--- src/rtl/mem_pkg.sv ---
// Shared types and defaults for the memory/writeback pipeline stage.
package mem_pkg;

  typedef enum logic [1:0] {
    IDLE,
    ACCESS,
    WB
  } state_t;

  localparam int unsigned DEF_ADDR_W      = 8;
  localparam int unsigned DEF_TIMEOUT_CYC = 16;
  localparam logic [4:0]  REG_ZERO        = 5'd0;

endpackage

--- src/rtl/mem_access_timer.sv ---
// Watchdog counter for an outstanding data-memory access (built only with MEM_TIMEOUT_EN).
module mem_access_timer
  import mem_pkg::*;
#(
  parameter int unsigned TIMEOUT_CYC = DEF_TIMEOUT_CYC
) (
  input  logic clk,
  input  logic rst,
  input  logic active,
  input  logic ack,
  output logic expired
);

  localparam int unsigned CNT_W = $clog2(TIMEOUT_CYC + 1);

  logic [CNT_W-1:0] cnt;

  // Held at zero outside ACCESS, so every access starts counting from zero.
  always_ff @(posedge clk) begin
    if (rst || !active) begin
      cnt <= '0;
    end else if (!ack) begin
      cnt <= cnt + 1'b1;
    end
  end

  // Fires in the last allowed req cycle; an ack in that same cycle wins.
  assign expired = active && !ack && (cnt == CNT_W'(TIMEOUT_CYC - 1));

endmodule

--- src/rtl/mem_wb_stage.sv ---
// Memory-access / writeback stage: req/ack data-memory handshake then register-file write.
// Optional access watchdog enabled by defining MEM_TIMEOUT_EN.
module mem_wb_stage
  import mem_pkg::*;
#(
  parameter int unsigned ADDR_W      = DEF_ADDR_W,
  parameter int unsigned TIMEOUT_CYC = DEF_TIMEOUT_CYC
) (
  input  logic              clk,
  input  logic              rst,
  input  logic              ex_valid,
  output logic              ex_ready,
  input  logic [31:0]       alu_res,
  input  logic [31:0]       write_data,
  input  logic              reg_wrenable,
  input  logic [4:0]        write_reg,
  input  logic              mem_wrenable,
  input  logic              mem_to_reg,
  output logic              dmem_req,
  output logic              dmem_we,
  output logic [ADDR_W-1:0] dmem_addr,
  output logic [31:0]       dmem_wdata,
  input  logic [31:0]       dmem_rdata,
  input  logic              dmem_ack,
  output logic              wb_en,
  output logic [4:0]        wb_reg,
  output logic [31:0]       wb_data,
  output logic              mem_err
);

  if (ADDR_W < 1 || ADDR_W > 32 || TIMEOUT_CYC < 1) begin : g_param_check
    $error("mem_wb_stage: ADDR_W must be 1..32 and TIMEOUT_CYC at least 1");
  end

  state_t state, state_n;

  logic [31:0] r_alu;
  logic [31:0] r_wdata;
  logic [31:0] r_rdata;
  logic [4:0]  r_reg;
  logic        r_rwe;
  logic        r_mwe;
  logic        r_m2r;

  logic accept;
  logic in_access;
  logic r_load;
  logic timeout;

  assign in_access = (state == ACCESS);
  assign ex_ready  = !rst && !in_access;
  assign accept    = ex_valid && ex_ready;
  // Store takes priority when both memory bits are set.
  assign r_load    = r_m2r && !r_mwe;

`ifdef MEM_TIMEOUT_EN
  mem_access_timer #(
    .TIMEOUT_CYC(TIMEOUT_CYC)
  ) u_timer (
    .clk    (clk),
    .rst    (rst),
    .active (in_access),
    .ack    (dmem_ack),
    .expired(timeout)
  );

  always_ff @(posedge clk) begin
    if (rst) begin
      mem_err <= 1'b0;
    end else if (timeout) begin
      mem_err <= 1'b1;
    end
  end
`else
  assign timeout = 1'b0;
  assign mem_err = 1'b0;
`endif

  always_comb begin
    state_n = state;
    unique case (state)
      IDLE, WB: begin
        if (accept) begin
          state_n = (mem_wrenable || mem_to_reg) ? ACCESS : WB;
        end else begin
          state_n = IDLE;
        end
      end
      ACCESS: begin
        if (dmem_ack) begin
          state_n = WB;
        end else if (timeout) begin
          state_n = IDLE;
        end
      end
      default: state_n = IDLE;
    endcase
  end

  always_ff @(posedge clk) begin
    if (rst) begin
      state   <= IDLE;
      r_alu   <= '0;
      r_wdata <= '0;
      r_rdata <= '0;
      r_reg   <= '0;
      r_rwe   <= 1'b0;
      r_mwe   <= 1'b0;
      r_m2r   <= 1'b0;
    end else begin
      state <= state_n;
      if (accept) begin
        r_alu   <= alu_res;
        r_wdata <= write_data;
        r_reg   <= write_reg;
        r_rwe   <= reg_wrenable;
        r_mwe   <= mem_wrenable;
        r_m2r   <= mem_to_reg;
      end
      if (in_access && dmem_ack && r_load) begin
        r_rdata <= dmem_rdata;
      end
    end
  end

  assign dmem_req   = in_access;
  assign dmem_we    = in_access && r_mwe;
  assign dmem_addr  = r_alu[ADDR_W-1:0];
  assign dmem_wdata = r_wdata;

  assign wb_en   = (state == WB) && r_rwe && (r_reg != REG_ZERO);
  assign wb_reg  = r_reg;
  assign wb_data = r_load ? r_rdata : r_alu;

endmodule

--- config.mk ---
export PLATFORM = sky130hd
export DESIGN_NAME = mem_wb_stage
export DESIGN_NICKNAME = d
export VERILOG_FILES = /design/src/rtl/mem_pkg.sv /design/src/rtl/mem_access_timer.sv /design/src/rtl/mem_wb_stage.sv
export SDC_FILE = /design/constraint.sdc
export NUM_CORES = 1
export LEC_CHECK = 0
export CORE_MARGIN = 2
export CORE_UTILIZATION = 45
export CTS_CLUSTER_SIZE = 24
export DETAILED_ROUTE_END_ITERATION = 8
export PLACE_DENSITY_LB_ADDON = 0.3
export SETUP_SLACK_MARGIN = 0.15
export SYNTH_ARGS = -nofsm -noshare
export SYNTH_HDL_FRONTEND = slang
export SYNTH_SLANG_ARGS = --single-unit
--- constraint.sdc ---
create_clock -name clk -period 2.35 [get_ports clk]
set_input_delay 0.705 -clock clk [delete_from_list [all_inputs] [get_ports clk]]
set_output_delay 0.705 -clock clk [all_outputs]
set_load 0.05 [all_outputs]
==> Word-level counts from Yosys, hierarchy flattened <==
Cells that the tools add are included.
{ "word_totals": {"regBits": 106, "latchBits": 0, "mem_bits_rw": 0, "rom_bits": 0, "in_bits": 108, "out_inout_bits": 82, "elab_cells": 31, "memories": 0} }
{ "classes": {"addsub": 0, "multipliers": 0, "n_div": 0, "n_lt_le_gt_ge": 0, "n_eq_ne": 3, "n_shift": 0, "n_mux": 5, "n_bitwise": 0, "n_reduce_logical": 15} }
{ "ops": {"columns": ["op", "n"], "rows": [
  ["$mux 32", 1],
  ["$logic_and 1x1->1", 8],
  ["$mux 2", 3],
  ["$reduce_bool 5->1", 1],
  ["$pmux 2 s2", 1],
  ["$logic_not 1->1", 3],
  ["$eq 2x1->1 const B", 1],
  ["$eq 2x2->1 const B", 1],
  ["$logic_not 2->1", 1],
  ["$ne 2x2->1 const B", 1],
  ["$reduce_or 2->1", 1],
  ["$logic_or 1x1->1", 1]
]} }

==> Depth between registers and ports, before layout <==
Gate-level depths: netlist (run 1).
{ "logic_depth": {"depth_word": 6, "ltp_mapped": 6, "ltp_nobuf": 4} }

==> Worst setup path after synthesis (run 1) <==
No wires, ideal clock.
{ "synth_path": {"path_type": "flip-flop to output port", "startpoint": "register r_reg[0], in the netlist wb_reg[0]", "endpoint": "output wb_en", "arrival_ns": 1.948, "required_time_ns": 1.645, "path_slack_ns": -0.303, "path_stages_with_launch": 4, "n_path_buf": 0, "path_cell_list": "dfxtp_1 -> or4_1 -> nor2_1 -> nor3_1"} }
{ "synth_via": {"elab_chain_cells": 2} }
{ "synth_lines": {"columns": ["item", "line_no", "source"], "rows": [
  ["start, declared", "mem_wb_stage.sv:40", "logic [4:0] r_reg;"],
  ["start signal, assigned", "mem_wb_stage.sv:115", "r_reg <= write_reg;"],
  ["$reduce_bool 5->1", "mem_wb_stage.sv:131", "assign wb_en = (state == WB) && r_rwe && (r_reg != REG_ZERO);"],
  ["$logic_and 1x1->1", "mem_wb_stage.sv:131", null],
  ["end, declared", "mem_wb_stage.sv:25", "output logic wb_en,"]
]} }
Every way passes these cells.

==> Worst setup path in the final report (run 1) <==
{ "layout_path": {"startpoint": "register r_m2r", "endpoint": "output wb_data[7]"} }
{ "layout_via": {"elab_chain_cells": 2} }
{ "layout_lines": {"columns": ["item", "line_no", "source"], "rows": [
  ["start, declared", "mem_wb_stage.sv:43", "logic r_m2r;"],
  ["start signal, assigned", "mem_wb_stage.sv:118", "r_m2r <= mem_to_reg;"],
  ["$logic_and 1x1->1", "mem_wb_stage.sv:54", "assign r_load = r_m2r && !r_mwe;"],
  ["$mux 32", "mem_wb_stage.sv:133", "assign wb_data = r_load ? r_rdata : r_alu;"],
  ["end, declared", "mem_wb_stage.sv:27", "output logic [31:0] wb_data,"]
]} }
Every way passes these cells.

==> metrics.txt, run 1 <==
DRC viols=0; CTS H-tree lvls=3; DR WL/cell=approximately 15 um; r2r startpoint=r_m2r; FMAX=430.9 MHz; Max IR drop VDD=358.0 uV; number of port buffers=188; # hold bufs at CTS=0; Hold Crit Depth=2; Initial Util=0.4599; syn nets=544; ANT cells=0; actual slew at the worst max-slew pin=0.5422 ns; largest net degree at the start of global routing=45; final count of pins violating max slew=0; post-synthesis cell type count=25; GP Congestion=0.7491; core area=10230 um^2; DIE HEIGHT=106.3 um; clk sinks=106; crit path launch type=register; vias in the first global route=3814; first-pass GRT wire length=18490 um; fin nets=715; hold path endpoint=r_rdata[18]; I/O Pins=190; TNS Setup=0 ns; post-synthesis cell area=between 4000 and 5000 um^2; worst reg2reg path depth=6; die width=106.3 um; HP Class=register to register; max_slew headroom=0.6400; CP max FO=16; #FFs+latches synth=106; setup violators final=0; Leak Pwr=approximately 2.9 nW; critical path class=register to output pin; Req. time, crit path=1.64 ns; RSZ-0062 raised after global routing=yes; DR vias=3590; power per cell area=607.7 nW/um^2; period utilization=0.9876; Hold Startpoint=r_rdata[18]; synth-to-layout area growth=45.01%; worst r2r dst=r_rdata[9]; status=finished, final reports clean; clk slew on worst S/H paths=approximately 0.10 ns; Iter 0 DRT Violations=149; Fillers=832; Final Hold Vio Count=0; vias per inst=roughly 4.8; Clock Path Buffers=2; hpwl dp=7949 um; FF-to-FF setup slack=0.75 ns; grt total ovfl=0; placed inst area=6526 um^2; layout cell share with drive strength beyond 1=0.2794; Gate Count Post-Synth=436; Seq/Total Area, Yosys=0.4509; skew final=0.01307 ns; Final Cell Area=6824 um^2; WHS=between 0.4 and 0.5 ns; DRT Pass-1 Iters=4; gr usage total=0.2040; Std-Cell Rows=37; CTS tree=yes; Tmin final=2.321 ns; initial antenna violation count=0; Routed WL=11550 um; post-route ant nets=0; Worst-Skew Late Latency=roughly 0.36 ns; CP endpoint kind=output pin; total clock buffers created by CTS=9; synth warn=0; Syn Area/Cell=between 10 and 15 um^2; Clk Tree Root Cell=clkbuf_8; total of max-cap violations=0; DIE AREA=approximately 11000 um^2; crit path DAT=around 1.6 ns
==> critical path, stage by stage (launching register included) <==
cell,delay (ns)
dfxtp_2,0.33
nor2b_4,0.19
clkbuf_16,0.22
mux2_2,0.36
buf_6,0.15
==> logic make-up after synthesis <==
family	count (synthesis)	synth area share
mux	136	0.3169
buf+inv	41	0.06142
flops	106	0.4509
simple gates	149	0.1659
compound gates	3	0.003987
other cells	1	0.0007969
==> area by class of cell <==
type	instances	area [um^2]	area share
clock buffers	11	131.4	0.01925
clock inverters	5	38.79	0.005684
inverters	2	7.507	0.001100
multi-input cells	289	2328	0.3412
flip-flops and latches	106	2127	0.3117
well taps	136	170.2	0.02494
repair buffers	199	2021	0.2961
==> through the flow <==
step                setup slack (ns)  std cells  total power [mW]    util
global route                -0.04287        748             4.339  0.6670
detailed placement            0.2713        730             3.157  0.6379
floorplan                     0.1201        436             2.727       -
CTS                         -0.02933        746             4.168  0.6610
finish                       0.02906        748             4.147  0.6670
global placement              0.3076        730             3.138  0.6379
==> cell usage after synthesis <==
master	n	area (um^2)
dfxtp_1	106	2122
mux2_2	95	1070
nor2b_1	73	456.7
nand2_1	65	244.0
mux2i_1	32	320.3
buf_4	17	127.6
clkbuf_1	11	41.29
mux2_1	9	101.4
buf_2	6	30.03
nor2_1	4	15.01
buf_12	3	60.06
buf_6	2	22.52
a21oi_1	1	5.000
and2_1	1	6.260
and3_4	1	11.26
conb_1	1	3.750
inv_1	1	3.750
inv_2	1	3.750
nand2b_2	1	8.760
nand3_4	1	17.52
nor3_1	1	5.000
nor4b_1	1	8.760
o21ai_0	1	5.000
o22a_1	1	8.760
or4_1	1	7.510
==> layer usage <==
metal / up-vias / global-route usage / part of all wire / wire [um]
li1: 1768 / - / - / -
met1: 1688 / 0.2437 / 0.42 / 4800
met2: 121 / 0.3512 / 0.49 / 5710
met3: 13 / 0.06806 / 0.079 / 910
met4: 0 / 0.05357 / 0.011 / 124
met5: - / 0 / 0 / 0
==> worst max-delay path by stage <==
| stage | from | end |
|---|---|---|
| final | r_m2r | wb_data[7] |
| after global routing | r_m2r | wb_data[10] |
| after CTS | r_m2r | wb_data[16] |
| after detailed placement | ex_valid | dmem_wdata[29] |
| after global placement | ex_valid | r_alu[7] |
| after floorplan | wb_reg[0] | wb_en |
==> power breakdown <==
group | internal, mW | total, mW | switching [mW]
Clock | 0.396 | 1.02 | 0.623
Combinational | 0.523 | 1.17 | 0.649
Sequential | 1.90 | 1.96 | 0.0526
==> layout by cell type (no fill, tap or decap), types with 2 or more instances in the layout <==
cell type	instances
nand2_1	65
clkdlybuf4s50_1	106
dlygate4sd2_1	45
nor2b_1	72
mux2_1	9
dfxtp_2	4
mux2_2	93
dfxtp_1	102
nor2_1	2
mux2_4	2
clkbuf_8	9
buf_12	5
inv_2	2
buf_6	32
inv_6	2
mux2i_1	32
buf_4	8
clkbuf_1	2
==> repair_timing <==
item,in CTS,in global routing
resized for setup,79,9
hold endpoints to repair,0,0
setup endpoints to repair,78,33
cloned,0,1
pin swaps,3,1
setup buffers,0,1
Power figures use the tool's default switching activity.
==> run 2: changes to the inputs <==
--- a/config.mk
+++ b/config.mk
@@ -5,12 +5,14 @@
 export SDC_FILE = /design/constraint.sdc
 export NUM_CORES = 1
 export LEC_CHECK = 0
+export CORE_ASPECT_RATIO = 1.75
 export CORE_MARGIN = 2
 export CORE_UTILIZATION = 45
 export CTS_CLUSTER_SIZE = 24
 export DETAILED_ROUTE_END_ITERATION = 8
-export PLACE_DENSITY_LB_ADDON = 0.3
+export PLACE_DENSITY_LB_ADDON = 0.2
 export SETUP_SLACK_MARGIN = 0.15
+export SLEW_MARGIN = 30
 export SYNTH_ARGS = -nofsm -noshare
 export SYNTH_HDL_FRONTEND = slang
 export SYNTH_SLANG_ARGS = --single-unit
==> metrics.txt, run 2 (synthesized netlist as in run 1, its figures left out) <==
status=finished, final reports clean; Std-Cell Rows=49; Req. time, crit path=1.64 ns; skew final=0.007563 ns; max_slew headroom=0.5841; met2 layer usage reported by global route=0.3624; CP endpoint kind=output pin; RSZ-0062 raised after global routing=yes; period utilization=0.9767; hold path endpoint=r_rdata[26]; Hold Crit Depth=2; first-pass GRT wire length=17560 um; ANT cells=0; total of max-cap violations=0; synth-to-layout area growth=56.13%; busiest grt layer=met2; vias per inst=4.932; Final Hold Vio Count=0; die width=81.30 um; met1 usage=0.1996; grt total ovfl=0; hpwl dp=8282 um; DRC viols=0; number of port buffers=188; worst path bufs/invs=3; power per cell area=650.4 nW/um^2; final count of pins violating max slew=0; r2r startpoint=r_m2r; Routed WL=about 12000 um; M3 GR Usage=0.05901; DRT Pass-1 Iters=4; gr usage total=0.1976; CP max FO=8; Leak Pwr=3.335 nW; FMAX=435.7 MHz; I/O Pins=190; CTS H-tree lvls=3; core area=a little over 10000 um^2; commonest non-fill, non-tap cell in the layout=clkdlybuf4s50_1; actual slew at the worst max-slew pin=0.6238 ns; HP Class=register to register; CTS tree=yes; DIE HEIGHT=approximately 140 um; Initial Util=0.4596; layout cell share with drive strength beyond 1=0.2880; vias in the first global route=3826; largest net degree at the start of global routing=65; DR WL/cell=16.10 um; DIE AREA=11320 um^2; total clock buffers created by CTS=9; critical path's top delay family=buffers and inverters; Clock Path Buffers=2; clk sinks=106; final core utilization=0.7176; max incr delay on CP=~0.33 ns; CP cell instances=nor2b_4 -> buf_12 -> clkbuf_16 -> mux2_4 -> buf_8; TNS Setup=0 ns; slowest stage cell on the critical path=dfxtp_2; FF-to-FF setup slack=0.55 ns; Clk Tree Root Cell=clkbuf_16; worst reg2reg path depth=8; post-route ant nets=0; crit path DAT=1.59 ns; Max IR drop VDD=around 520 uV; GP Congestion=0.7610; Tmin final=2.295 ns; worst r2r dst=r_rdata[22]; critical path class=register to output pin; clk slew on worst S/H paths=approximately 0.070 ns; crit path launch type=register; Iter 0 DRT Violations=75; WHS=~0.46 ns; most frequent cells in the layout=108 x clkdlybuf4s50_1, 102 x dfxtp_1, 72 x nor2b_1; Hold Startpoint=r_rdata[26]; fin nets=721; DR vias=~3700; setup violators final=0; initial antenna violation count=0; Worst-Skew Late Latency=roughly 0.34 ns
==> run 2: cell types whose count changed in the layout (fill, tap and decap cells not counted), sizes merged <==
cell	delta
clkdlybuf4s50	+2
clkinvlp	-1
clkbuf	+2
bufinv	+1
dlygate4sd2	-20
buf	+4
dlymetal6s2s	+18
==> run 2: worst max-delay path by stage <==
| stage | start | slack (ns) | to | depth (start not counted) |
|---|---|---|---|---|
| 6_report | r_m2r | 0.05 | wb_data[27] | 5 |
| 5_1_grt | r_m2r | 0.0005 | wb_data[10] | 5 |
| 4_1_cts | r_m2r | 0.02 | wb_data[12] | 4 |
| 3_5_place_dp | ex_valid | 0.26 | dmem_wdata[20] | 4 |
| 3_3_place_gp | ex_valid | 0.30 | dmem_wdata[20] | 4 |
| 2_1_floorplan | wb_reg[0] | 0.12 | wb_en | 3 |
==> run 2: layout make-up <==
cell class / count / area, um^2
clock buffers: 11 / 242.7
clock inverters: 5 / 61.31
fillers: 756 / 2892
inverters: 2 / 7.507
multi-input cells: 289 / 2441
flip-flops and latches: 106 / 2127
well taps: 127 / 158.9
repair buffers: 205 / 2308
==> run 2: metrics by stage <==
stage,worst slack [ns],area (um^2),cells,power [mW]
global route,0.0004582,7347,745,4.959
CTS,0.02289,6817,737,4.675
floorplan,0.1201,4713,436,2.727
detailed placement,0.2566,6502,721,3.154
finish,0.05466,7347,745,4.778
global placement,0.2981,6502,721,3.135
==> run 2: worst register-to-register path, cell delays in order, from the launching register on <==
cell and delay (ns):
dfxtp_2 0.33, nor2b_4 0.15, buf_12 0.14, clkbuf_16 0.17, buf_4 0.11, buf_4 0.09, and3_4 0.20, buf_4 0.28
mux2i_1 0.25
==> run 2: what timing repair did <==
item / 4_1_cts / 5_1_grt
pin swaps: 3 / 2
hold buffers: 0 / 0
buffers inserted: 0 / 5
cloned: 0 / 3
resized for setup: 36 / 116
endpoints found under the setup margin: 58 / 51
==> run 2: power by group <==
part           leakage (nW)  switching, mW  internal [mW]
clock                 0.151          0.662          0.864
sequential            0.871         0.0541           1.91
combinational          2.31          0.670          0.623
total                  3.34           1.39           3.39
==> run 2: layer usage <==
| metal | share of wire | routed length (um) |
|---|---|---|
| met4 | 0.029 | 343 |
| met1 | 0.38 | 4542 |
| met5 | 0 | 0 |
| met3 | 0.063 | 751 |
| met2 | 0.53 | 6361 |
